<file path="src/rtl/text_vram_arbiter_if.sv">
// CPU text-port handshake and character-RAM port shared by the text VRAM arbiter.
// slave = arbiter side, master = CPU/RAM side.
interface text_vram_arbiter_if #(
  parameter int ADDR_W = 12
);
  logic              cpu_req;
  logic              cpu_we;
  logic [ADDR_W-1:0] cpu_addr;
  logic [7:0]        cpu_wdata;
  logic              cpu_ack;
  logic [7:0]        cpu_rdata;

  logic              ram_en;
  logic              ram_we;
  logic [ADDR_W-1:0] ram_addr;
  logic [7:0]        ram_wdata;
  logic [7:0]        ram_rdata;

  modport slave (
    input  cpu_req, cpu_we, cpu_addr, cpu_wdata, ram_rdata,
    output cpu_ack, cpu_rdata, ram_en, ram_we, ram_addr, ram_wdata
  );

  modport master (
    output cpu_req, cpu_we, cpu_addr, cpu_wdata, ram_rdata,
    input  cpu_ack, cpu_rdata, ram_en, ram_we, ram_addr, ram_wdata
  );
endinterface

</file>
<file path="src/rtl/text_vram_arbiter.sv">
// Character-RAM arbiter: display fetch owns phase 0 of every cell, CPU req/ack uses the rest.
// Optional macro TEXT_ARB_RDATA_REG_EN adds a HOLD state that registers CPU read data.
module text_vram_arbiter #(
  parameter int COLS   = 80,
  parameter int ROWS   = 30,
  parameter int ADDR_W = 12
) (
  input  logic                clk,
  input  logic                rst_n,
  input  logic [9:0]          dot_counter,
  input  logic [8:0]          scanline_counter,
  text_vram_arbiter_if.slave  bus,
  output logic [7:0]          char_code,
  output logic                char_valid
);

  localparam logic [ADDR_W:0]   CELLS_W = (ADDR_W+1)'(COLS * ROWS);
  localparam logic [ADDR_W-1:0] COLS_W  = ADDR_W'(COLS);

  // ISSUE is never registered: it is the IDLE cycle in which a request is accepted.
  typedef enum logic [1:0] {
    IDLE = 2'd0,
    RESP = 2'd1,
    HOLD = 2'd2
  } state_e;

  state_e            state_q, state_d;
  logic              rd_ok_q, rd_ok_d;
  logic              fetch_q, fetch_d;
  logic              char_valid_q, char_valid_d;
  logic [7:0]        char_code_q, char_code_d;
  logic [2:0]        phase;
  logic              disp_slot;
  logic              cpu_issue;
  logic              in_range;
  logic [ADDR_W-1:0] disp_addr;
  logic              unused_scan_lsb;

  assign phase           = dot_counter[2:0];
  assign unused_scan_lsb = ^scanline_counter[3:0];
  assign in_range        = {1'b0, bus.cpu_addr} < CELLS_W;
  assign disp_addr       = ADDR_W'(scanline_counter[8:4]) * COLS_W + ADDR_W'(dot_counter[9:3]);

  // Qualifying with rst_n keeps the combinational RAM strobes quiet while reset is held.
  assign disp_slot = rst_n && (phase == 3'd0);
  assign cpu_issue = rst_n && (state_q == IDLE) && bus.cpu_req && (phase != 3'd0);

`ifdef TEXT_ARB_RDATA_REG_EN
  logic [7:0] rdata_q, rdata_d;
  localparam state_e AFTER_ISSUE = HOLD;
`else
  localparam state_e AFTER_ISSUE = RESP;
`endif

  always_comb begin
    // NOTE: every output gets a default first so no path through the case infers a latch.
    state_d       = state_q;
    rd_ok_d       = rd_ok_q;
    bus.ram_en    = 1'b0;
    bus.ram_we    = 1'b0;
    bus.ram_addr  = '0;
    bus.ram_wdata = 8'h00;
    bus.cpu_ack   = 1'b0;
    bus.cpu_rdata = 8'h00;
`ifdef TEXT_ARB_RDATA_REG_EN
    rdata_d       = rdata_q;
`endif

    if (disp_slot) begin
      bus.ram_en   = 1'b1;
      bus.ram_addr = disp_addr;
    end

    case (state_q)
      IDLE: begin
        if (cpu_issue) begin
          bus.ram_en    = in_range;
          bus.ram_we    = in_range && bus.cpu_we;
          bus.ram_addr  = in_range ? bus.cpu_addr : '0;
          bus.ram_wdata = in_range ? bus.cpu_wdata : 8'h00;
          rd_ok_d       = in_range && !bus.cpu_we;
          state_d       = AFTER_ISSUE;
        end
      end
      HOLD: begin
`ifdef TEXT_ARB_RDATA_REG_EN
        rdata_d = rd_ok_q ? bus.ram_rdata : 8'h00;
`endif
        state_d = RESP;
      end
      RESP: begin
        bus.cpu_ack = 1'b1;
`ifdef TEXT_ARB_RDATA_REG_EN
        bus.cpu_rdata = rdata_q;
`else
        bus.cpu_rdata = rd_ok_q ? bus.ram_rdata : 8'h00;
`endif
        state_d = IDLE;
      end
      default: state_d = IDLE;
    endcase
  end

  // Display read lands one cycle after the phase-0 strobe and is published during phase 2.
  always_comb begin
    fetch_d      = disp_slot;
    char_valid_d = fetch_q;
    char_code_d  = fetch_q ? bus.ram_rdata : char_code_q;
  end

  // NOTE: state registers use non-blocking assignments so every flop sees pre-edge values.
  always_ff @(posedge clk or negedge rst_n) begin
    if (!rst_n) begin
      state_q      <= IDLE;
      rd_ok_q      <= 1'b0;
      fetch_q      <= 1'b0;
      char_valid_q <= 1'b0;
      char_code_q  <= 8'h00;
    end else begin
      state_q      <= state_d;
      rd_ok_q      <= rd_ok_d;
      fetch_q      <= fetch_d;
      char_valid_q <= char_valid_d;
      char_code_q  <= char_code_d;
    end
  end

`ifdef TEXT_ARB_RDATA_REG_EN
  always_ff @(posedge clk or negedge rst_n) begin
    if (!rst_n) rdata_q <= 8'h00;
    else        rdata_q <= rdata_d;
  end
`endif

  assign char_code  = char_code_q;
  assign char_valid = char_valid_q;

endmodule

</file>
<file path="src/flat_wrapper.sv">
// flat-port wrapper written by rule: the top's interface ports become plain ports
module text_vram_arbiter_flat 
#(
  parameter int COLS   = 80,
  parameter int ROWS   = 30,
  parameter int ADDR_W = 12
)
  (clk, rst_n, dot_counter, scanline_counter, char_code, char_valid, bus_cpu_req, bus_cpu_we, bus_cpu_addr, bus_cpu_wdata, bus_ram_rdata, bus_cpu_ack, bus_cpu_rdata, bus_ram_en, bus_ram_we, bus_ram_addr, bus_ram_wdata);
  text_vram_arbiter_if #(.ADDR_W(ADDR_W)) bus_i ();
  input  logic clk;
  input  logic rst_n;
  input  logic [9:0] dot_counter;
  input  logic [8:0] scanline_counter;
  output logic [7:0] char_code;
  output logic char_valid;
  input wire logic [$bits(bus_i.cpu_req)-1:0] bus_cpu_req;
  input wire logic [$bits(bus_i.cpu_we)-1:0] bus_cpu_we;
  input wire logic [$bits(bus_i.cpu_addr)-1:0] bus_cpu_addr;
  input wire logic [$bits(bus_i.cpu_wdata)-1:0] bus_cpu_wdata;
  input wire logic [$bits(bus_i.ram_rdata)-1:0] bus_ram_rdata;
  output wire logic [$bits(bus_i.cpu_ack)-1:0] bus_cpu_ack;
  output wire logic [$bits(bus_i.cpu_rdata)-1:0] bus_cpu_rdata;
  output wire logic [$bits(bus_i.ram_en)-1:0] bus_ram_en;
  output wire logic [$bits(bus_i.ram_we)-1:0] bus_ram_we;
  output wire logic [$bits(bus_i.ram_addr)-1:0] bus_ram_addr;
  output wire logic [$bits(bus_i.ram_wdata)-1:0] bus_ram_wdata;
  assign bus_i.cpu_req = bus_cpu_req;
  assign bus_i.cpu_we = bus_cpu_we;
  assign bus_i.cpu_addr = bus_cpu_addr;
  assign bus_i.cpu_wdata = bus_cpu_wdata;
  assign bus_i.ram_rdata = bus_ram_rdata;
  assign bus_cpu_ack = bus_i.cpu_ack;
  assign bus_cpu_rdata = bus_i.cpu_rdata;
  assign bus_ram_en = bus_i.ram_en;
  assign bus_ram_we = bus_i.ram_we;
  assign bus_ram_addr = bus_i.ram_addr;
  assign bus_ram_wdata = bus_i.ram_wdata;
  text_vram_arbiter #(.COLS(COLS), .ROWS(ROWS), .ADDR_W(ADDR_W)) u_core (.clk(clk), .rst_n(rst_n), .dot_counter(dot_counter), .scanline_counter(scanline_counter), .bus(bus_i), .char_code(char_code), .char_valid(char_valid));
endmodule
</file>
<file path="config.mk">
export PLATFORM = sky130hd
export DESIGN_NAME = text_vram_arbiter_flat
export DESIGN_NICKNAME = d
export VERILOG_FILES = /design/src/rtl/text_vram_arbiter_if.sv /design/src/rtl/text_vram_arbiter.sv /design/src/flat_wrapper.sv
export SDC_FILE = /design/constraint.sdc
export NUM_CORES = 1
export LEC_CHECK = 0
export BUFFER_PORTS_ARGS = -buffer_cell sky130_fd_sc_hd__buf_2
export CAP_MARGIN = 30
export CORE_MARGIN = 3
export CORE_UTILIZATION = 34
export CTS_BUF_LIST = sky130_fd_sc_hd__clkbuf_16
export DETAILED_ROUTE_END_ITERATION = 12
export GPL_ROUTABILITY_DRIVEN = 0
export HOLD_SLACK_MARGIN = 0.02
export PLACE_DENSITY = 0.76
export RECOVER_POWER = 50
export SLEW_MARGIN = 20
export SYNTH_ARGS = -nofsm -noshare
export SYNTH_HDL_FRONTEND = slang
export SYNTH_SLANG_ARGS = --single-unit
</file>
<file path="constraint.sdc">
create_clock -name clk -period 2.9 [get_ports clk]
set_input_delay 0.58 -clock clk [delete_from_list [all_inputs] [get_ports clk]]
set_output_delay 0.58 -clock clk [all_outputs]
set_load 0.005 [all_outputs]
</file>
Word-level counts from Yosys, hierarchy flattened
Index checks and enable logic that the tools add are counted.

cells by class
  $add $sub $neg = 1
  multiply operators = 1
  divide/modulo/power cells = 0
  magnitude comparators = 1
  eq/ne operators = 3
  shift-type cells = 0
  multiplexer cells = 17
  bitwise operators = 0
  reduce and logical (&&, ||, !) cells = 11

operator list
  cell                    count
  $mux W12                4
  $mux W8                 5
  $add A12 B7 Y12         1
  $lt A12 B12 Y1 const B  1
  $mul A5 B3 Y8 const B   1
  $logic_and A1 B1 Y1     6
  $mux W1                 6
  $pmux W2 S2             1
  $logic_not A3 Y1        1
  $reduce_bool A3 Y1      1
  $eq A2 B1 Y1 const B    1
  $eq A2 B2 Y1 const B    1
  $logic_not A2 Y1        1
  $mux W2                 1
  $ne A2 B1 Y1 const B    1
  $reduce_and A2 Y1       1
  $logic_not A1 Y1        1

storage, ports and cells
  register bits after elaboration = 13
  latch bits = 0
  memory bits (writable) = 0
  bits in read-only memories = 0
  input port bits = 51
  output and inout port bits = 40
  logic and storage cells = 39
  memories = 0

Longest topological paths before layout
  depth in word-level cells = 6
  depth in mapped cells = 8
  gate-level depth less buffers = 8

Worst setup path after synthesis
No wires, ideal clock.

  path type = input to output
  from = input scanline_counter[5]
  to = output bus_ram_addr[11]
  arrival time = 2.387 ns
  required time = 2.320 ns
  slack = -0.067 ns
  stages on the path = 7
  path buffers = 0
  cell sequence = ha_1 -> ha_1 -> inv_1 -> fa_1 -> nand2b_1 -> or4_1 -> o221ai_1

between the ends
  cells in the longest elaborated chain, start to end = 5

RTL lines
  item                 RTL line                 RTL
  start, declared      flat_wrapper.sv:13       input logic [8:0] scanline_counter;
  $mul A5 B3 Y8 (*)    text_vram_arbiter.sv:42  assign disp_addr = ADDR_W'(scanline_counter[8:4]) * COLS_W + ADDR_W'(dot_counter[9:3]);
  $add A12 B7 Y12 (*)  text_vram_arbiter.sv:42
  $mux W12 (*)         text_vram_arbiter.sv:69  if (disp_slot) begin
  $mux W12             text_vram_arbiter.sv:76  if (cpu_issue) begin
  $mux W12 (*)         text_vram_arbiter.sv:74  case (state_q)
  end, declared        flat_wrapper.sv:25       output wire logic [$bits(bus_i.ram_addr)-1:0] bus_ram_addr;

Mark *: on every way between the ends. The rest lies on a longest branch, timed or not.

Worst setup path after layout
  from = input scanline_counter[7]
  to = output bus_ram_addr[11]

Same word-level chain as after synthesis.

==> impl_metrics.csv <==
group,metric,value,unit
status,outcome,"complete, but fails checks",
status,violations,"setup timing",
global_route,grt_max_degree,13,
power,combPwrFrac,0.351,
worst_setup_path,cp_slowest_cell,"or4_4",
global_route,grt_antenna_before_repair,0,
synthesis,synth-simple-area-share,0.178,
synthesis,synth_top_area_cell,"dfrtp_1",
power,p_clk_frac,0.347,
timing,hold_violations,0,
synthesis,yosys-top-cells-area,"dfrtp_1, ha_1, mux2_2",
die,initial_core_util,0.366,
flow_run,timing.max_cap.violations,0,
worst_setup_path,required,2320,ps
die,die_h,61.2,µm
worst_setup_path,critPathLaunchType,"input pin",
final_layout,final_util,0.625,
timing,rsz0062_at_grt,"yes",
synthesis,async_flop_share,1.00,
clock_tree,clock-sinks,12,
timing,finalSetupViolCount,3,
route,ant_nets,0,
route,firstDrtPassIters,2,
place,place_ws,-277,ps
route,drtIter0Drc,11,
clock_tree,cts_root_buf,"clkbuf_16",
power,p_leak,0.00102,µW
timing,timing.hold.ws,188,ps
synthesis,synth_cells,107,
power,netSwitchingFraction,0.266,
global_route,grt_remaining_overflow,0,
worst_setup_path,r2r_start,"u_core.state_q[0]",
route,drcViolationCount,0,
power,ir_drop,0.000213,V
route,postRouteWirelength,3000,µm
power,intPower,521,µW
final_layout,nFillCells,252,
timing,post-route-min-period,3050,ps
place,post-dp-hpwl,2580,µm
die,dieArea,3740,µm²
timing,fin_crit_sh,1.05,
final_layout,diodes,0,
final_layout,drive_gt1_frac,0.570,
synthesis,synth_top_area_frac,0.290,
clock_tree,clk_latency,240,ps
synthesis,avgSynthCellArea,9.67,µm²
synthesis,netlist_area,1030,µm²
timing,tightest_slew,466,ps
power,powerDensity,401,nW/µm²
route,vias_per_cell,4.92,
global_route,grt_pass1_wl,4590,µm
worst_setup_path,worstPathArrival,2470,ps
global_route,grt_pass1_vias,1092,
worst_setup_path,crit_path_end_kind,"output pin",
worst_setup_path,crit_chain,"buf_8 -> ha_4 -> ha_4 -> inv_2 -> fa_2 -> nand2b_4 -> or4_4 -> o221ai_2 -> buf_2",
die,row_count,19,
clock_tree,h-tree-depth,1,
synthesis,synth-edff-count,0,
timing,setup_ws,-150,ps
synthesis,synth_compound_area_frac,0.186,
synthesis,synth_flop_cell,"dfrtp_1",
route,vias,1170,
clock_tree,max-clock-path-buffers,2,
final_layout,nNetsFinal,270,
timing,timing.fmax,0.328,GHz
die,core_area,2830,µm²
timing,slew_headroom,0.689,
power,seq_power_share,0.302,
synthesis,yosys_warnings,0,
clock_tree,hold_buffers,0,
clock_tree,cts_inserted_buffers,3,
timing,finClkSkew,0.452,ps
worst_setup_path,slowest_delay,480,ps
clock_tree,cts_tree,"built",
synthesis,synth_top_family_by_area,"compound AO/OA/AOI/OAI gates",
final_layout,areaGrowthSynthToFinish,70.9,%
timing,slew_viol_final,0,
worst_setup_path,cp_common_cell,"ha_4",
route,route.detailed.wl_per_inst,12.6,µm
synthesis,synth_fa_ha_area_frac,0.148,
worst_setup_path,r2r_end,"u_core.rd_ok_q",
synthesis,yosysUniqueCellTypes,32,
synthesis,synth-seq-area-share,0.290,
clock_tree,cts.reportedPaths.clkPinSlew,40,ps
die,die_w,61.2,µm
global_route,track_usage,0.161,
synthesis,syn_nets,169,
worst_setup_path,critPathMaxFanout,3,
synthesis,synth_seq_cells,12,
worst_setup_path,rr_worst_depth,4,
final_layout,multi_input_area,752,µm²
synthesis,synth_xor_area_frac,0.0556,
worst_setup_path,reg2reg_setup_slack,1610,ps
power,switchingPower,189,µW
worst_setup_path,crit_type,"input pin to output pin",
place,io_buffers,86,
final_layout,seq_area,300,µm²
die,ios,91,
synthesis,synth_mux_area_frac,0.0871,
worst_hold_path,hold_class,"input pin to async pin",
[state kept, by name, indices dropped and copies added, names as in the netlist]
name and flops:
u_core.char_valid_d 1, u_core.char_valid 1, u_core.char_code 8, u_core.rd_ok_q 1, u_core.state_q 1
[metal layers]
| layer | global-route usage | part of all wire | vias to the layer above |
|---|---|---|---|
| li1 | - | - | 586 |
| met1 | 0.185 | 0.41 | 524 |
| met2 | 0.282 | 0.49 | 55 |
| met3 | 0.0377 | 0.091 | 5 |
| met4 | 0.0681 | 0.012 | 0 |
| met5 | 0 | 0 | - |
[layout by cell type, fill, tap and decap left out, types with 2 or more instances in the layout]
cell type and n:
a21o_1 3, o21a_1 2, inv_1 8, and3_1 8, ha_1 6, dfrtp_1 12
nand2_1 3, and2_1 9, ha_4 2, xnor2_1 2, buf_6 2, mux2_2 8
o21ai_0 2, buf_2 78, buf_4 11, nand2b_4 2, clkbuf_1 8, clkbuf_16 3
inv_2 2, a22o_1 8, nor3_1 3
[layout make-up]
cell class                 count  area share
timing repair buffer         101       0.317
clock buffer                   3      0.0425
multi-input combinational     80       0.425
sequential                    12       0.170
inverter                      10      0.0212
tap                           31      0.0219
clock inverter                 1     0.00212
[worst max-delay path by stage]
stage | start | end | slack (ps) | cells after the start
floorplan | scanline_counter[7] | bus_ram_addr[11] | 30 | 7
global placement | scanline_counter[5] | bus_ram_addr[11] | -250 | 9
detailed placement | scanline_counter[5] | bus_ram_addr[11] | -280 | 9
CTS | scanline_counter[7] | bus_ram_addr[11] | -180 | 9
global route | scanline_counter[7] | bus_ram_addr[10] | -210 | 10
finish | scanline_counter[7] | bus_ram_addr[11] | -150 | 9
[synthesized netlist by cell type, types with 3 or more instances]
master	number
mux2_2	8
a22o_1	8
inv_1	10
a21o_1	3
ha_1	9
nor3_1	3
dfrtp_1	12
nand2b_1	3
clkbuf_1	4
and3_1	8
nand2_1	3
and2_1	9
[critical path, delay by kind of cell]
family | cells | cell delay, ps
buffers and inverters | 3 | 290
adders and majority gates | 3 | 830
and+or+nand+nor | 2 | 650
AOI/OAI and AO/OA | 1 | 130
[power by group through the flow]
stage	Combinational, µW	Clock, µW	Sequential [µW]
floorplan	115	0	217
global placement	231	0	215
detailed placement	235	0	217
CTS	253	257	215
global route	278	265	218
finish	249	246	214
[what timing repair did]
action / 4_1_cts / 5_1_grt
resized for setup: 11 / 6
setup buffers: 2 / 0
setup endpoints to repair: 3 / 4
pin swaps: 7 / 4
[metrics by stage]
| step | power (µW) | instances | setup TNS (ps) | area [µm²] |
|---|---|---|---|---|
| 2_1_floorplan | 332 | 107 | 0 | 1070 |
| 3_3_place_gp | 446 | 233 | -549 | 1640 |
| 3_5_place_dp | 452 | 233 | -584 | 1640 |
| 4_1_cts | 725 | 239 | -475 | 1780 |
| 5_1_grt | 761 | 238 | -544 | 1770 |
| 6_report | 709 | 238 | -353 | 1770 |
[kinds of logic (layout without fill, tap and decap cells)]
family / after synthesis / after routing
buffers and inverters: 15 / 115
xor gates and xnor gates: 5 / 5
adders and majority gates: 11 / 11
and+or+nand+nor: 31 / 31
DFF: 12 / 12
AOI/OAI and AO/OA: 25 / 25
muxes: 8 / 8
Note: power is estimated with default switching activity, not from simulation.
